===== src/rtl/fetch_unit.sv =====
// Instruction-fetch front end: owns the PC, issues sequential synchronous memory reads,
// and buffers {pc, instr} pairs in a small FIFO that feeds decode over valid/ready.
module fetch_unit #(
  parameter int unsigned         ADDR_W   = 32,
  parameter int unsigned         INSTR_W  = 32,
  parameter logic [ADDR_W-1:0]   RESET_PC = '0,
  parameter int unsigned         PC_STEP  = 4,
  parameter int unsigned         DEPTH    = 2
) (
  input  logic               clk,
  input  logic               rst_n,
  output logic               imem_req,
  output logic [ADDR_W-1:0]  imem_addr,
  input  logic [INSTR_W-1:0] imem_rdata,
  output logic               instr_valid,
  output logic [INSTR_W-1:0] instr,
  output logic [ADDR_W-1:0]  instr_pc,
  input  logic               instr_ready,
  input  logic               redirect_valid,
  input  logic [ADDR_W-1:0]  redirect_pc
);

  localparam int unsigned       PTR_W      = $clog2(DEPTH);
  localparam int unsigned       CNT_W      = PTR_W + 1;
  localparam logic [ADDR_W-1:0] STEP       = ADDR_W'(PC_STEP);
  localparam logic [ADDR_W-1:0] ALIGN_MASK = ~ADDR_W'(PC_STEP - 1);

  logic [ADDR_W-1:0]  fetchPc_q, fetchPc_d;
  logic               inflight_q, inflight_d;
  logic [ADDR_W-1:0]  inflightPc_q, inflightPc_d;
  logic [PTR_W-1:0]   rdPtr_q, rdPtr_d;
  logic [PTR_W-1:0]   wrPtr_q, wrPtr_d;
  logic [CNT_W-1:0]   count_q, count_d;
  logic [ADDR_W-1:0]  fifoPc_q    [DEPTH];
  logic [INSTR_W-1:0] fifoInstr_q [DEPTH];

  logic               pop;
  logic               push;
  logic [CNT_W-1:0]   credit;

  assign instr_valid = (count_q != '0) & !redirect_valid;
  assign instr       = fifoInstr_q[rdPtr_q];
  assign instr_pc    = fifoPc_q[rdPtr_q];
  assign imem_addr   = fetchPc_q;

  // Credit check counts the in-flight read as occupying a slot, so a capture always fits.
  always_comb begin
    pop      = instr_valid & instr_ready;
    push     = inflight_q & !redirect_valid;
    credit   = count_q + CNT_W'(inflight_q) - CNT_W'(pop);
    imem_req = rst_n & !redirect_valid & (credit < CNT_W'(DEPTH));
  end

  always_comb begin
    fetchPc_d    = fetchPc_q;
    inflight_d   = imem_req;
    inflightPc_d = inflightPc_q;
    rdPtr_d      = rdPtr_q + PTR_W'(pop);
    wrPtr_d      = wrPtr_q + PTR_W'(push);
    count_d      = count_q + CNT_W'(push) - CNT_W'(pop);
    if (imem_req) begin
      fetchPc_d    = fetchPc_q + STEP;
      inflightPc_d = fetchPc_q;
    end
    if (redirect_valid) begin
      fetchPc_d = redirect_pc & ALIGN_MASK;
      rdPtr_d   = '0;
      wrPtr_d   = '0;
      count_d   = '0;
    end
  end

  always_ff @(posedge clk or negedge rst_n) begin
    if (!rst_n) begin
      fetchPc_q    <= RESET_PC;
      inflight_q   <= 1'b0;
      inflightPc_q <= '0;
      rdPtr_q      <= '0;
      wrPtr_q      <= '0;
      count_q      <= '0;
    end else begin
      fetchPc_q    <= fetchPc_d;
      inflight_q   <= inflight_d;
      inflightPc_q <= inflightPc_d;
      rdPtr_q      <= rdPtr_d;
      wrPtr_q      <= wrPtr_d;
      count_q      <= count_d;
    end
  end

  // Storage needs no reset: entries are only visible once count says they were written.
  always_ff @(posedge clk) begin
    if (push) begin
      fifoPc_q[wrPtr_q]    <= inflightPc_q;
      fifoInstr_q[wrPtr_q] <= imem_rdata;
    end
  end

  always @(posedge clk) begin
    if (rst_n) begin
      assert (!(push && (count_q == CNT_W'(DEPTH))));
    end
  end

endmodule


===== config.mk =====
export PLATFORM = sky130hd
export DESIGN_NAME = fetch_unit
export DESIGN_NICKNAME = d
export VERILOG_FILES = /design/src/rtl/fetch_unit.sv
export SDC_FILE = /design/constraint.sdc
export NUM_CORES = 1
export LEC_CHECK = 0
export ABC_AREA = 0
export BUFFER_PORTS_ARGS = -buffer_cell sky130_fd_sc_hd__buf_2
export CAP_MARGIN = 5
export CORE_ASPECT_RATIO = 1.75
export CORE_UTILIZATION = 52
export DETAILED_ROUTE_END_ITERATION = 10
export PLACE_DENSITY = 0.82
export SETUP_SLACK_MARGIN = 0.5
export SYNTH_ARGS = -nofsm -noshare
export SYNTH_HDL_FRONTEND = slang
export SYNTH_SLANG_ARGS = --single-unit

===== constraint.sdc =====
create_clock -name clk -period 3.5 [get_ports clk]
set_input_delay 0.7 -clock clk [delete_from_list [all_inputs] [get_ports clk]]
set_output_delay 0.7 -clock clk [all_outputs]
set_load 0.005 [all_outputs]

======== Word level (Yosys, flattened, before mapping) ========
Memories as Yosys holds them, arrays and structs flattened.
Cells that the tools add are included.
storage, ports and cells
  bits of input ports ..................... 68
  word-level logic and storage cells ...... 31
  memories ................................ 2
  RAM bits ................................ 128
  register bits after elaboration ......... 69
  output and inout bits ................... 98
memory list
  name         words  width  read ports  clocked after memory_dff  write ports  line  source
  fifoInstr_q  2      32     1           0                         1            35    logic [INSTR_W-1:0] fifoInstr_q [DEPTH];
  fifoPc_q     2      32     1           0                         1            34    logic [ADDR_W-1:0] fifoPc_q [DEPTH];
operators by class
  mux-type cells .......................... 7
  $lt $le $gt $ge ......................... 1
  $add $sub $neg .......................... 7
  bitwise operators ....................... 5
  reductions and logical operators ........ 3
operators by type and width
  cell                     count
  $mux W32                 2
  $add A32 B3 Y32 const B  1
  $and A1 B1 Y1            5
  $add A2 B1 Y2            2
  $mux W1                  4
  $reduce_bool A2 Y1       2
  $sub A2 B1 Y2            2
  $add A1 B1 Y1            2
  $lt A2 B2 Y1 const B     1
  $mux W2                  1
  $logic_not A1 Y1         1

======== Longest topological paths before layout ========
  depth in word-level cells ............... 8
  mapped depth ............................ 12
  depth with buffers taken out ............ 10

======== Worst setup path before layout ========
No wires, ideal clock.
  path kind ............................... input port to output port
  start ................................... input port redirect_valid
  end ..................................... output port imem_req
  path buffers ............................ 2
  data arrival time ....................... 2.472 ns
  data required time ...................... 2.800 ns
  setup slack ............................. 0.328 ns
  stages .................................. 9
  cells stage by stage .................... clkbuf_1 -> nor2_1 -> and2_1 -> ha_1 -> nor2b_1 -> xnor2_2 -> nand3_1 -> inv_1 -> clkbuf_1
on the way
  word-level cells in the longest chain between the ends .. 6
  elaborated cells on any way between the ends .. 7
  classes of those cells .................. add/sub (1); order compare (1); bitwise (4); reduce/logical (1)
ends and longest elaborated chain
  what                   line  source
  start, declared        19    input logic redirect_valid,
  $logic_not A1 Y1       41    assign instr_valid = (count_q != '0) & !redirect_valid;
  $and A1 B1 Y1          41
  named net instr_valid  15    output logic instr_valid,
  $and A1 B1 Y1          48    pop = instr_valid & instr_ready;
  $sub A2 B1 Y2          50    credit = count_q + CNT_W'(inflight_q) - CNT_W'(pop);
  $lt A2 B2 Y1           51    imem_req = rst_n & !redirect_valid & (credit < CNT_W'(DEPTH));
  $and A1 B1 Y1          51
  end, declared          12    output logic imem_req,
The timed path passes the listed nets, and every way through them passes these cells.

======== Worst setup path after layout ========
  start ................................... register count_q[0]
  end ..................................... output port imem_req
on the way
  word-level cells in the longest chain between the ends .. 6
  elaborated cells on any way between the ends .. 7
  classes of those cells .................. add/sub (2); order compare (1); bitwise (3); reduce/logical (1)
ends and longest elaborated chain
  what                    line  source
  start, declared         33    logic [CNT_W-1:0] count_q, count_d;
  start signal, assigned  87    count_q <= count_d;
  $reduce_bool A2 Y1      41
  $and A1 B1 Y1           41
  $and A1 B1 Y1           48
  $sub A2 B1 Y2 *         50
  $lt A2 B2 Y1 *          51
  $and A1 B1 Y1 *         51
Mark *: on every way between the ends. The rest lies on a longest branch, timed or not.

==> flow_metrics.py <==
metrics = {
    "clocking": {
        "path_clk_slew_ps": 70,
        "clock_sinks": 189,
        "cts_buffer_depth": 2,
        "clkLatencyLatePin_ps": 420,
        "root_buffer": "clkbuf_16",
        "cts_buffers": 17,
        "cts_tree": "yes",
        "h-tree-depth": 4,
    },
    "setup_path": {
        "cp.required_ps": 2800,
        "crit_type": "flop to output port",
        "cp_slowest_cell": "dfrtp_1",
        "crit_buf_inv": 2,
        "crit_arrival_ps": 2210,
        "path_common_cell": "nor2_1",
        "worst_path_largest_cell_delay_ps": 410,
        "worstSetupStartpointType": "flop",
        "worst_setup_path_end_kind": "output port",
        "cp_top_family": "simple AND/OR/NAND/NOR gates",
        "cp_cell_sequence": "nor2_1, nor2_1, and2_4, ha_1, nor2b_4, xnor2_4, nand3_2, inv_1, buf_2",
        "critical_path.max_fanout": 3,
    },
    "die": {
        "die_w_um": 94.2,
        "pin_count": 166,
        "die_h_um": 163,
        "rows": 58,
        "die-area_mm2": 0.0154,
        "floorplan.initialDensity_pct": 53.6,
        "core_mm2": 0.0144,
    },
    "sta": {
        "setup_slack_ps": 589,
        "finalSetupTns_ps": 0,
        "slew_viol_final": 0,
        "whs_ps": 132,
        "hold_viol_final": 0,
        "clock.fmax_mhz": 343,
        "maxSlewHeadroom_pct": 49.3,
        "period_minus_slack_ps": 2910,
        "rsz0062_at_grt": "no",
        "min_period_over_period_pct": 83.2,
        "worst_pin_slew_ps": 760,
        "fin_worst_skew_ps": 15.6,
        "setup_viol": 0,
    },
    "grt": {
        "grt_pass1_wl_um": 24800,
        "antenna_found_initial": 0,
        "grt_max_degree": 62,
        "grt.total_usage_pct": 21.5,
        "grt-ovfl-total": 0,
        "grt_pass1_vias": 5008,
    },
    "finish": {
        "final_nets": 796,
        "final_cells": 915,
        "area_growth_pct": 21.8,
        "n_antenna_cell": 0,
        "drive_gt1_share_pct": 38.5,
    },
    "power_and_ir_drop": {
        "power.density_mw_per_mm2": 550,
        "ir_drop_mv": 0.352,
        "power_mw": 5.18,
        "p_leak_nw": 3.84,
    },
    "synth": {
        "async_reset_ff_share_pct": 34.4,
        "synth_common_cells": "edfxtp_1, nand2_1, dfrtp_1",
        "yosysTopAreaCell": "edfxtp_1",
        "netlist-cell-type-count": 38,
        "ys_warn_count": 0,
        "yosysSeqAreaShare_pct": 69.1,
        "ys_ff_latch": 189,
        "netlist_instances": 558,
        "synthDominantCellAreaShare_pct": 48.1,
        "synth_area_leaders": "edfxtp_1, dfrtp_1, mux2_2",
        "avgSynthCellArea_um2": 13.9,
        "yosysMostFrequentCell": "edfxtp_1",
        "synth_flop_cell": "edfxtp_1",
        "synthesis.area_mm2": 0.00774,
        "synth-edff-count": 124,
    },
    "route": {
        "viasPerCell": 5.39,
        "first_pass_iters": 4,
        "drt_iter0_drc": 256,
        "wl_per_cell_um": 17.5,
        "antenna_left": 0,
        "wl_um": 16000,
        "vias": 4933,
        "remaining_drc_errors": 0,
    },
    "placement": {
        "dp_slack_ps": 375,
        "dp_hpwl_um": 11000,
        "place_inst": 879,
        "gp_congestion": 0.957,
        "io_buffers": 159,
    },
    "outcome": {
        "status": "complete, no violations",
    },
    "worst_hold_path": {
        "hold_class": "input pin to async pin",
    },
    "run": {
        "maxCapViolations": 0,
    },
}
where the power goes:
group / switching (mW) / total (mW) / leakage [nW] / internal, mW
registers: 0.156 / 2.77 / 1.94 / 2.61
logic: 0.307 / 0.573 / 1.62 / 0.267
clock network: 0.831 / 1.84 / 0.282 / 1.01
total: 1.29 / 5.18 / 3.84 / 3.89
state kept, by name (all words and copies together) (netlist names):
register      count
inflight_q        1
rdPtr_q           1
fifoInstr_q      64
inflightPc_q     30
fifoPc_q         60
wrPtr_q           1
count_q           2
imem_addr        30
area by class of cell:
cell class,instances,area [µm²]
repair buffers,173,966
multi-input cells,329,2260
clock buffers,21,482
well taps,180,225
flip-flops and latches,189,5350
fillers,1086,5010
inverters,12,45.0
clock inverters,11,100
final timing paths:
path	endpoint	start	cells after the start	slack, ps
min in group clk	fifoInstr_q[1][4]	imem_rdata[4]	1	470
worst max register to register	imem_addr[13]	count_q[0]	10	620
worst max-delay path	imem_req	count_q[0]	9	590
max in group asynchronous	rdPtr_q	rst_n	2	2310
worst min-delay path	inflight_q	rst_n	1	130
worst min register to register	fifoPc_q[0][7]	inflightPc_q[7]	0	470
routing by layer:
| metal | GRT usage (%) | wire [µm] | vias to the layer above |
|---|---|---|---|
| li1 | - | - | 2323 |
| met1 | 24.2 | 6070 | 2371 |
| met2 | 38.4 | 8760 | 199 |
| met3 | 3.68 | 749 | 40 |
| met4 | 11.0 | 463 | 0 |
| met5 | 0 | 0 | - |
stage by stage:
step	instance area [µm²]	utilization, %
6_report	9430	65.3
5_1_grt	9430	65.3
3_5_place_dp	8780	60.8
2_1_floorplan	7750	-
4_1_cts	9410	65.2
3_3_place_gp	8780	60.8
cells in the final DEF (no fill, tap or decap), types with 3 or more instances in the layout:
cell type and count:
a2111oi_2 6, and3_1 6, and4_1 3, buf_12 5, buf_2 158, buf_4 10
clkbuf_16 18, conb_1 4, dfrtp_1 64, edfxtp_1 124, ha_1 4, inv_1 12
mux2_2 63, nand2_1 120, nand3_1 11, nand4_1 10, nor2_1 6, nor4_1 4
o211ai_1 3, o21ai_0 23, o21ai_1 6, or3_1 4, or4_1 6, xnor2_1 18
xor2_1 11
timing repair:
action                     in CTS  in global routing
hold buffers                    0                  0
hold endpoints to repair        0                  0
resized for setup               2                  6
pin swaps                       2                  1
setup buffers                   4                  0
setup endpoints to repair       1                  6
logic make-up (layout without fill, tap and decap cells):
logic type / count (synthesis) / after routing / synth area share [%]
flip-flops: 189 / 189 / 69.1
XOR/XNOR: 31 / 31 / 3.70
other: 1 / 4 / 0.0485
multiplexers: 64 / 64 / 9.30
AO/OA/AOI/OAI: 42 / 42 / 3.70
adder cells (fa/ha/maj): 6 / 6 / 0.970
buffers and inverters: 43 / 217 / 2.33
AND/OR/NAND/NOR: 182 / 182 / 10.8
Note: power is estimated with default switching activity, not from simulation.
